File: src/rtl/ram_port_arb_pkg.sv
// ram_port_arb_pkg: shared state encoding, tag-width helper and reset-level macros
`ifndef RAM_PORT_ARB_PKG_SV
`define RAM_PORT_ARB_PKG_SV
`define ASSERT_L 1'b0
`define DEASSERT_L 1'b1
package ram_port_arb_pkg;
  typedef enum logic {ARB = 1'b0, ISSUE = 1'b1} state_e;
  function automatic int tag_w(input int n);
    return (n > 1) ? $clog2(n) : 1;
  endfunction
endpackage
`endif

File: src/rtl/ram_port_arb_tag_fifo.sv
// tag_fifo: synchronous FIFO holding requester tags of outstanding reads
// Ports: clk/reset (async, active-low), push/din write side, pop/dout read side,
//        full/empty status. Push while full and pop while empty are ignored.
module tag_fifo
  import ram_port_arb_pkg::*;
#(
  parameter int W     = 2,
  parameter int DEPTH = 8
) (
  input  logic         clk,
  input  logic         reset,
  input  logic         push,
  input  logic         pop,
  input  logic [W-1:0] din,
  output logic         full,
  output logic         empty,
  output logic [W-1:0] dout
);
  localparam int PW = $clog2(DEPTH);
  // Pointers carry one extra wrap bit so full and empty are distinguishable.
  logic [PW:0]  wp_q, wp_d, rp_q, rp_d;
  logic [W-1:0] mem_q [DEPTH];
  always_comb begin
    full  = (wp_q ^ rp_q) == {1'b1, {PW{1'b0}}};
    empty = wp_q == rp_q;
    dout  = mem_q[rp_q[PW-1:0]];
    wp_d  = wp_q + {{PW{1'b0}}, push && !full};
    rp_d  = rp_q + {{PW{1'b0}}, pop && !empty};
  end
  always_ff @(posedge clk or negedge reset) begin
    if (reset == `ASSERT_L) begin
      wp_q <= '0;
      rp_q <= '0;
    end else begin
      wp_q <= wp_d;
      rp_q <= rp_d;
    end
  end
  always_ff @(posedge clk) begin
    if (push && !full) mem_q[wp_q[PW-1:0]] <= din;
  end
endmodule

File: src/rtl/ram_port_arb.sv
// ram_port_arb: round-robin sharing of one RAM port between NUM_REQ requesters
// Ports: req_wr/req_rd/req_addr/req_wr_data per-requester commands (flattened);
//        grant/grant_is_rd issue pulse; rsp_valid/rsp_data routed read returns;
//        wr_en/rd_en/wr_addr/rd_addr/wr_data, wr_rdy/rd_rdy, rd_data_valid/rd_data
//        RAM port side; rsp_err sticky flag for a return with no outstanding read.
module ram_port_arb
  import ram_port_arb_pkg::*;
#(
  parameter int NUM_REQ  = 4,
  parameter int AW       = 24,
  parameter int DW       = 32,
  parameter int RD_DEPTH = 8
) (
  input  logic                  clk,
  input  logic                  reset,
  input  logic [NUM_REQ-1:0]    req_wr,
  input  logic [NUM_REQ-1:0]    req_rd,
  input  logic [NUM_REQ*AW-1:0] req_addr,
  input  logic [NUM_REQ*DW-1:0] req_wr_data,
  output logic [NUM_REQ-1:0]    grant,
  output logic                  grant_is_rd,
  output logic [NUM_REQ-1:0]    rsp_valid,
  output logic [DW-1:0]         rsp_data,
  output logic                  wr_en,
  output logic                  rd_en,
  output logic [AW-1:0]         wr_addr,
  output logic [AW-1:0]         rd_addr,
  output logic [DW-1:0]         wr_data,
  input  logic                  wr_rdy,
  input  logic                  rd_rdy,
  input  logic                  rd_data_valid,
  input  logic [DW-1:0]         rd_data,
  output logic                  rsp_err
);
  localparam int TW = tag_w(NUM_REQ);
  state_e               state_q, state_d;
  logic [TW-1:0]        win_q, win_d, last_q, last_d, sel, hi, lo, tag;
  logic                 op_rd_q, op_rd_d, op_rd_sel, hi_f, lo_f, issue, rdy;
  logic                 push, pop, full, empty, err_q, err_d;
  logic [AW-1:0]        addr_q, addr_d, addr_sel;
  logic [DW-1:0]        data_q, data_d, data_sel, rsp_data_q, rsp_data_d;
  logic [NUM_REQ-1:0]   elig, rsp_valid_q, rsp_valid_d;
  always_comb begin
    elig = req_wr | (req_rd & {NUM_REQ{!full}});
    hi   = '0;
    lo   = '0;
    hi_f = 1'b0;
    lo_f = 1'b0;
    // Descending scan leaves the lowest eligible index overall (lo) and the
    // lowest one above last (hi); hi wins when present, giving the rotation.
    for (int i = NUM_REQ - 1; i >= 0; i--) begin
      if (elig[i]) begin
        lo   = TW'(i);
        lo_f = 1'b1;
        if (i > int'(last_q)) begin
          hi   = TW'(i);
          hi_f = 1'b1;
        end
      end
    end
    sel       = hi_f ? hi : lo;
    addr_sel  = '0;
    data_sel  = '0;
    op_rd_sel = 1'b0;
    for (int i = 0; i < NUM_REQ; i++) begin
      if (TW'(i) == sel) begin
        addr_sel  = req_addr[i*AW +: AW];
        data_sel  = req_wr_data[i*DW +: DW];
        op_rd_sel = !req_wr[i];
      end
    end
    issue   = state_q == ISSUE;
    rdy     = op_rd_q ? rd_rdy : wr_rdy;
    state_d = state_q;
    win_d   = win_q;
    op_rd_d = op_rd_q;
    addr_d  = addr_q;
    data_d  = data_q;
    last_d  = last_q;
    if (!issue && lo_f) begin
      state_d = ISSUE;
      win_d   = sel;
      op_rd_d = op_rd_sel;
      addr_d  = addr_sel;
      data_d  = data_sel;
    end
    if (issue && rdy) begin
      state_d = ARB;
      last_d  = win_q;
    end
    pop         = rd_data_valid && !empty;
    err_d       = err_q || (rd_data_valid && empty);
    rsp_valid_d = pop ? (NUM_REQ'(1) << tag) : '0;
    rsp_data_d  = pop ? rd_data : '0;
  end
  assign wr_en       = issue && !op_rd_q && wr_rdy;
  assign rd_en       = issue && op_rd_q && rd_rdy;
  assign push        = rd_en;
  assign grant       = (issue && rdy) ? (NUM_REQ'(1) << win_q) : '0;
  assign grant_is_rd = issue && rdy && op_rd_q;
  assign wr_addr     = addr_q;
  assign rd_addr     = addr_q;
  assign wr_data     = data_q;
  assign rsp_valid   = rsp_valid_q;
  assign rsp_data    = rsp_data_q;
  assign rsp_err     = err_q;
  always_ff @(posedge clk or negedge reset) begin
    if (reset == `ASSERT_L) begin
      state_q     <= ARB;
      win_q       <= '0;
      last_q      <= TW'(NUM_REQ - 1);
      op_rd_q     <= 1'b0;
      addr_q      <= '0;
      data_q      <= '0;
      rsp_valid_q <= '0;
      rsp_data_q  <= '0;
      err_q       <= 1'b0;
    end else begin
      state_q     <= state_d;
      win_q       <= win_d;
      last_q      <= last_d;
      op_rd_q     <= op_rd_d;
      addr_q      <= addr_d;
      data_q      <= data_d;
      rsp_valid_q <= rsp_valid_d;
      rsp_data_q  <= rsp_data_d;
      err_q       <= err_d;
    end
  end
  tag_fifo #(.W(TW), .DEPTH(RD_DEPTH)) u_tag_fifo (
    .clk   (clk),
    .reset (reset),
    .push  (push),
    .pop   (pop),
    .din   (win_q),
    .full  (full),
    .empty (empty),
    .dout  (tag)
  );
endmodule

File: config.mk
export PLATFORM = sky130hd
export DESIGN_NAME = ram_port_arb
export DESIGN_NICKNAME = d
export VERILOG_FILES = /design/src/rtl/ram_port_arb_pkg.sv /design/src/rtl/ram_port_arb_tag_fifo.sv /design/src/rtl/ram_port_arb.sv
export SDC_FILE = /design/constraint.sdc
export NUM_CORES = 1
export LEC_CHECK = 0
export ABC_AREA = 0
export BUFFER_PORTS_ARGS = -buffer_cell sky130_fd_sc_hd__buf_4
export CAP_MARGIN = 40
export CORE_AREA = 4 4 150 152
export DETAILED_ROUTE_END_ITERATION = 8
export DIE_AREA = 0 0 154 156
export MAX_ROUTING_LAYER = met4
export PLACE_DENSITY = 0.7
export SYNTH_ARGS = -nofsm -noshare
export SYNTH_HDL_FRONTEND = slang
export SYNTH_HIERARCHICAL = 1
export SYNTH_SLANG_ARGS = --single-unit
export TNS_END_PERCENT = 20
File: constraint.sdc
create_clock -name clk -period 6 [get_ports clk]
set_input_delay 1.2 -clock clk [delete_from_list [all_inputs] [get_ports clk]]
set_output_delay 1.2 -clock clk [all_outputs]
set_load 0.02 [all_outputs]
# Word-level counts from Yosys, hierarchy flattened
# Memories as Yosys holds them, arrays and structs flattened.
# Index checks and enable logic that the tools add are counted.
# totals
regBits	107
output_inout_bits	124
ram_bits	16
elab_cells	90
in_bits	269
n_memories	1
# classes
shift	2
n_eq_ne	5
mux	41
add_sub_neg	2
n_reduce_logical	22
n_lt_le_gt_ge	3
n_bitwise	3
# memory_table
memory	words	word_bits	rd	rd_clocked_by_memory_dff	write_ports	line_no	rtl
u_tag_fifo.mem_q	8	2	1	0	1	ram_port_arb_tag_fifo.sv:22	logic [W-1:0] mem_q [DEPTH];
# op_table
op	n
32-bit 2-to-1 mux	5
24-bit 2-to-1 mux	4
2-bit 2-to-1 mux	11
1-bit 2-to-1 mux	19
1-bit logical AND	11
4-bit by 1-bit adder with 4-bit output	2
1-bit logical NOT	8
4-bit 2-to-1 mux	2
1-bit by 2-bit left shift with 4-bit output (first input constant)	2
4-bit bitwise AND	1
2-bit equality test (first input constant)	2
4-bit equality test	1
4-bit equality test (second input constant)	1
2-bit > comparator (first input constant)	2
4-bit OR	1
4-bit bitwise XOR	1
1-bit by 2-bit equality test with 1-bit output (first input constant)	1
1-bit by 2-bit > comparator with 1-bit output (first input constant)	1
2-bit logical NOT	1
2-bit nonzero test	1
1-bit logical OR	1

# Longest topological paths before layout
# depth
depth_word	16
ltp_mapped	12
depth_no_buf	9

# Modules after synthesis
# Netlist, hierarchy kept.
# modules_own_cells
mod	n_inst	seq_area_each_um2	cells_per_inst	area_per_inst_um2
ram_port_arb	1	2479.9	545	5504.0
tag_fifo	1	680.7	68	1093.5

# Worst setup path before layout
# No wires, ideal clock.
# synth_path
kind	input to output
from	input wr_rdy
to	output grant[1]
t_arrival_ps	2314
path_stages	4
required_ps	4800
slack_ps	2486
n_path_buf	0
cell_sequence	nand2_1 nor2_1 nor2_1 nor3b_1
# synth_between
elab_chain_len	3
# synth_lines
element	line_no	rtl
start: declaration	ram_port_arb.sv:29	input logic wr_rdy,
1-bit 2-to-1 mux	ram_port_arb.sv:73	rdy = op_rd_q ? rd_rdy : wr_rdy;
1-bit logical AND	ram_port_arb.sv:99	assign grant = (issue && rdy) ? (NUM_REQ'(1) << win_q) : '0;
4-bit 2-to-1 mux	ram_port_arb.sv:99	
end: declaration	ram_port_arb.sv:20	output logic [NUM_REQ-1:0] grant,
# Every way passes these cells.

# Worst setup path in the final report
# layout_path
from	input rd_rdy
to	output grant[3]
# layout_between
elab_chain_len	3
# layout_lines
element	line_no	rtl
start: declaration	ram_port_arb.sv:30	input logic rd_rdy,
1-bit 2-to-1 mux	ram_port_arb.sv:73	
1-bit logical AND	ram_port_arb.sv:99	
4-bit 2-to-1 mux	ram_port_arb.sv:99	
# Every way passes these cells.

==> impl_metrics.py <==
metrics = {
    "grt": {
        "grt_max_degree": 60,
        "grt_pass1_wl_um": 38000,
        "grtUsageTotal_pct": 21.1,
        "grt_pass1_vias": 6610,
        "grt-ovfl-total": 0,
        "antenna_found_initial": 0,
    },
    "final_layout": {
        "final_layout_size_suffix_gt1_share_pct": 47.2,
        "nets": 1241,
        "design_area_mm2": 0.0103,
        "fillers": 1973,
        "num_antenna_cells": 0,
        "area_growth_pct": 55.4,
        "stdcell_count": 1256,
    },
    "yosys": {
        "synthArstFlopShare_pct": 87.0,
        "syn_area_per_cell_um2": 10.8,
        "synth_edf_count": 16,
        "synth_warnings": 6,
        "synthesis.nets": 886,
        "synth_cell_types": 57,
        "syn_inst": 613,
        "synthFlopType": "dfrtp_1",
        "synth-seq-area-share_pct": 47.9,
        "ys_ff_latch": 123,
        "synth_area_mm2": 0.00660,
    },
    "critical_path": {
        "crit_path_end_kind": "output port",
        "r2r_cells": 10,
        "required_ns": 4.80,
        "worst-setup-path-type": "primary input to output port",
        "critPathLaunchType": "primary input",
        "worstReg2RegEnd": "wr_data[9]$_DFFE_PN0P_",
        "r2r-start": "u_tag_fifo/wp_q[0]$_DFF_PN0_",
        "cp.arrival_ns": 2.49,
        "crit_fanout": 7,
        "r2r_slack_ns": 2.60,
    },
    "cts": {
        "hold_buffers": 0,
        "htreeDepth": 4,
        "cts_resized": 0,
        "cts_buffers": 17,
        "cts_setup_buffers": 0,
        "clkLatencyLatePin_ns": 0.41,
        "clk_root_buffer_cell": "clkbuf_16",
        "cts_tree": "yes",
        "clk_path_buf_depth": 2,
        "clk_pin_slew_worst_paths_ns": 0.06,
        "clock_sinks": 123,
    },
    "placement": {
        "dp_hpwl_um": 20200,
        "port-buffer-count": 392,
        "gp_congestion": 0.883,
        "placed_area_mm2": 0.00966,
        "dp.cells": 1224,
        "pre_cts_ws_ns": 2.30,
    },
    "route": {
        "drtIter0Drc": 371,
        "finalWirelength_um": 25700,
        "drtPass1Iterations": 5,
        "vias": 6398,
        "vias_per_cell": 5.09,
        "avgRoutedWirePerCell_um": 20.5,
        "antenna_left": 0,
        "drc_errors": 0,
    },
    "pwr": {
        "switching_share_pct": 43.9,
        "p_comb_share_pct": 53.7,
        "p_int_w": 0.00300,
        "leakage_nw": 4.73,
        "vdd_ir_drop_max_v": 0.000213,
        "power.density_mw_per_mm2": 521,
        "clock_power_share_pct": 18.9,
        "power.share.sequential_pct": 27.4,
        "power_switching_w": 0.00234,
    },
    "floorplanning": {
        "die-area_mm2": 0.0240,
        "fp.dieW_um": 154,
        "core_mm2": 0.0210,
        "rows": 53,
        "ios": 393,
        "die_y_um": 156,
        "start_util_pct": 31.4,
    },
    "run": {
        "maxCapViolCount": 0,
    },
    "sta": {
        "worst_slack_ns": 2.31,
        "worst_pin_slew_ns": 0.756,
        "fin_crit_sh_pct": 61.5,
        "maxSlewViolCount": 0,
        "hold_viol": 0,
        "layout_min_cycle_time_ns": 3.69,
        "slew_headroom_pct": 49.6,
        "rsz0062_at_grt": "no",
        "finalSetupViolations": 0,
        "max_freq_mhz": 271,
        "fin_tns_setup_ns": 0,
        "final.setup_skew_ns": 0.0152,
    },
    "hold_path": {
        "min_to": "rsp_err$_DFF_PN0_",
        "hold_class": "flop to flop",
        "min-delay-start": "rsp_err$_DFF_PN0_",
        "hold_depth": 1,
    },
    "outcome": {
        "status": "finished clean",
    },
}
[registers in the layout, indices dropped and copies added, names as in the netlist]
name and cells:
rsp_data 32, wr_data 32, rd_addr 24, u_tag_fifo/mem_q 16, rsp_valid 4, u_tag_fifo/rp_q 4
u_tag_fifo/wp_q 4, last_q 2, win_q 2, issue 1, op_rd_q 1, rsp_err 1
[worst max path at each step]
stage	endpoint	start	cells past startpoint
detailed placement	grant[3]	rd_rdy	5
finish	grant[3]	rd_rdy	5
floorplan	grant[1]	wr_rdy	4
CTS	grant[3]	rd_rdy	5
global route	grant[3]	rd_rdy	5
global placement	wr_data[19]$_DFFE_PN0P_	req_wr[1]	9
[worst max-delay path, stage by stage]
cell and delay (ns):
buf_4 0.11, and3_1 0.24, nor2_1 0.53, and3b_1 0.25
buf_4 0.15
[synth_stat cells (2+ instances only)]
cell type | number | area (µm²)
nor2_1 | 48 | 180
nor4b_1 | 2 | 17.5
nand3_1 | 4 | 20.0
edfxtp_1 | 16 | 480
nand2b_1 | 3 | 18.8
nor4_1 | 2 | 12.5
nor3_1 | 3 | 15.0
clkbuf_1 | 26 | 97.6
dfstp_2 | 2 | 52.6
o21ai_0 | 16 | 80.1
o221ai_1 | 20 | 175
mux2i_1 | 35 | 350
a21o_1 | 2 | 15.0
mux2_2 | 4 | 45.0
buf_2 | 14 | 70.1
o21ai_1 | 11 | 55.1
and3_1 | 5 | 31.3
nor3b_1 | 7 | 52.6
a211oi_1 | 68 | 510
a211oi_2 | 6 | 75.1
nand2_1 | 32 | 120
o21bai_1 | 2 | 15.0
xor2_1 | 4 | 35.0
a21boi_0 | 37 | 278
dfrtp_1 | 105 | 2630
mux4_1 | 4 | 105
nand4_1 | 2 | 12.5
buf_4 | 29 | 218
and3b_1 | 2 | 17.5
a21oi_1 | 6 | 30.0
buf_12 | 3 | 60.1
inv_1 | 4 | 15.0
xnor2_1 | 5 | 43.8
and2_1 | 35 | 219
nor2b_1 | 4 | 25.0
ha_1 | 4 | 50.1
a221oi_1 | 21 | 184
[stage by stage]
| step | utilization (%) | hold WS (ns) | total power, W |
|---|---|---|---|
| finish | 48.8 | 0.474 | 0.00534 |
| global route | 48.8 | 0.501 | 0.00568 |
| CTS | 48.8 | 0.477 | 0.00540 |
| detailed placement | 46.0 | 0.466 | 0.00438 |
| global placement | 45.4 | 0.443 | 0.00422 |
| floorplan | - | 0.464 | 0.00324 |
[cell type report]
type / count / area (µm²) / share of cell area, %
flip-flops and latches: 123 / 3160 / 30.8
clock inverters: 11 / 106 / 1.04
repair buffers: 409 / 3140 / 30.6
multi-input cells: 412 / 3000 / 29.3
well taps: 275 / 344 / 3.36
inverters: 5 / 18.8 / 0.183
clock buffers: 21 / 482 / 4.70
[per-layer routing]
layer / vias up / global-route usage, % / wire, µm
met1: 3085 / 25.3 / 10400
met4: 0 / 5.72 / 490
met2: 295 / 36.0 / 13100
met5: - / - / 0
li1: 2989 / - / -
met3: 29 / 4.58 / 1670
[power by group through the flow]
stage,Clock (W),Combinational (W),Sequential (W)
floorplan,0,0.00159,0.00166
global placement,0,0.00275,0.00147
detailed placement,0,0.00290,0.00148
CTS,0.00103,0.00290,0.00147
global route,0.00107,0.00310,0.00151
finish,0.00101,0.00287,0.00147
[logic make-up after synthesis]
family                   synth area share (%)
multiplexers                             7.59
AO/OA/AOI/OAI                            23.2
flip-flops                               47.9
buffers and inverters                    7.21
AND/OR/NAND/NOR                          12.2
adder cells (fa/ha/maj)                 0.759
XOR/XNOR                                 1.19
[cells in the final DEF (no fill, tap or decap), types with 3 or more instances in the layout]
| cell | count |
|---|---|
| a211oi_1 | 68 |
| a211oi_2 | 5 |
| a21boi_0 | 37 |
| a21oi_1 | 6 |
| a221oi_1 | 21 |
| and2_1 | 35 |
| and3_1 | 5 |
| buf_4 | 403 |
| buf_8 | 3 |
| clkbuf_16 | 18 |
| clkinvlp_4 | 3 |
| dfrtp_1 | 105 |
| edfxtp_1 | 16 |
| ha_1 | 4 |
| inv_1 | 4 |
| inv_6 | 3 |
| mux2_2 | 4 |
| mux2i_1 | 35 |
| mux4_1 | 4 |
| nand2_1 | 32 |
| nand2b_1 | 3 |
| nand3_1 | 4 |
| nor2_1 | 47 |
| nor2b_1 | 3 |
| nor3_1 | 3 |
| nor3b_1 | 7 |
| o21ai_0 | 15 |
| o21ai_1 | 11 |
| o221ai_1 | 20 |
| xnor2_1 | 5 |
| xor2_1 | 4 |
Power figures use the tool's default switching activity.
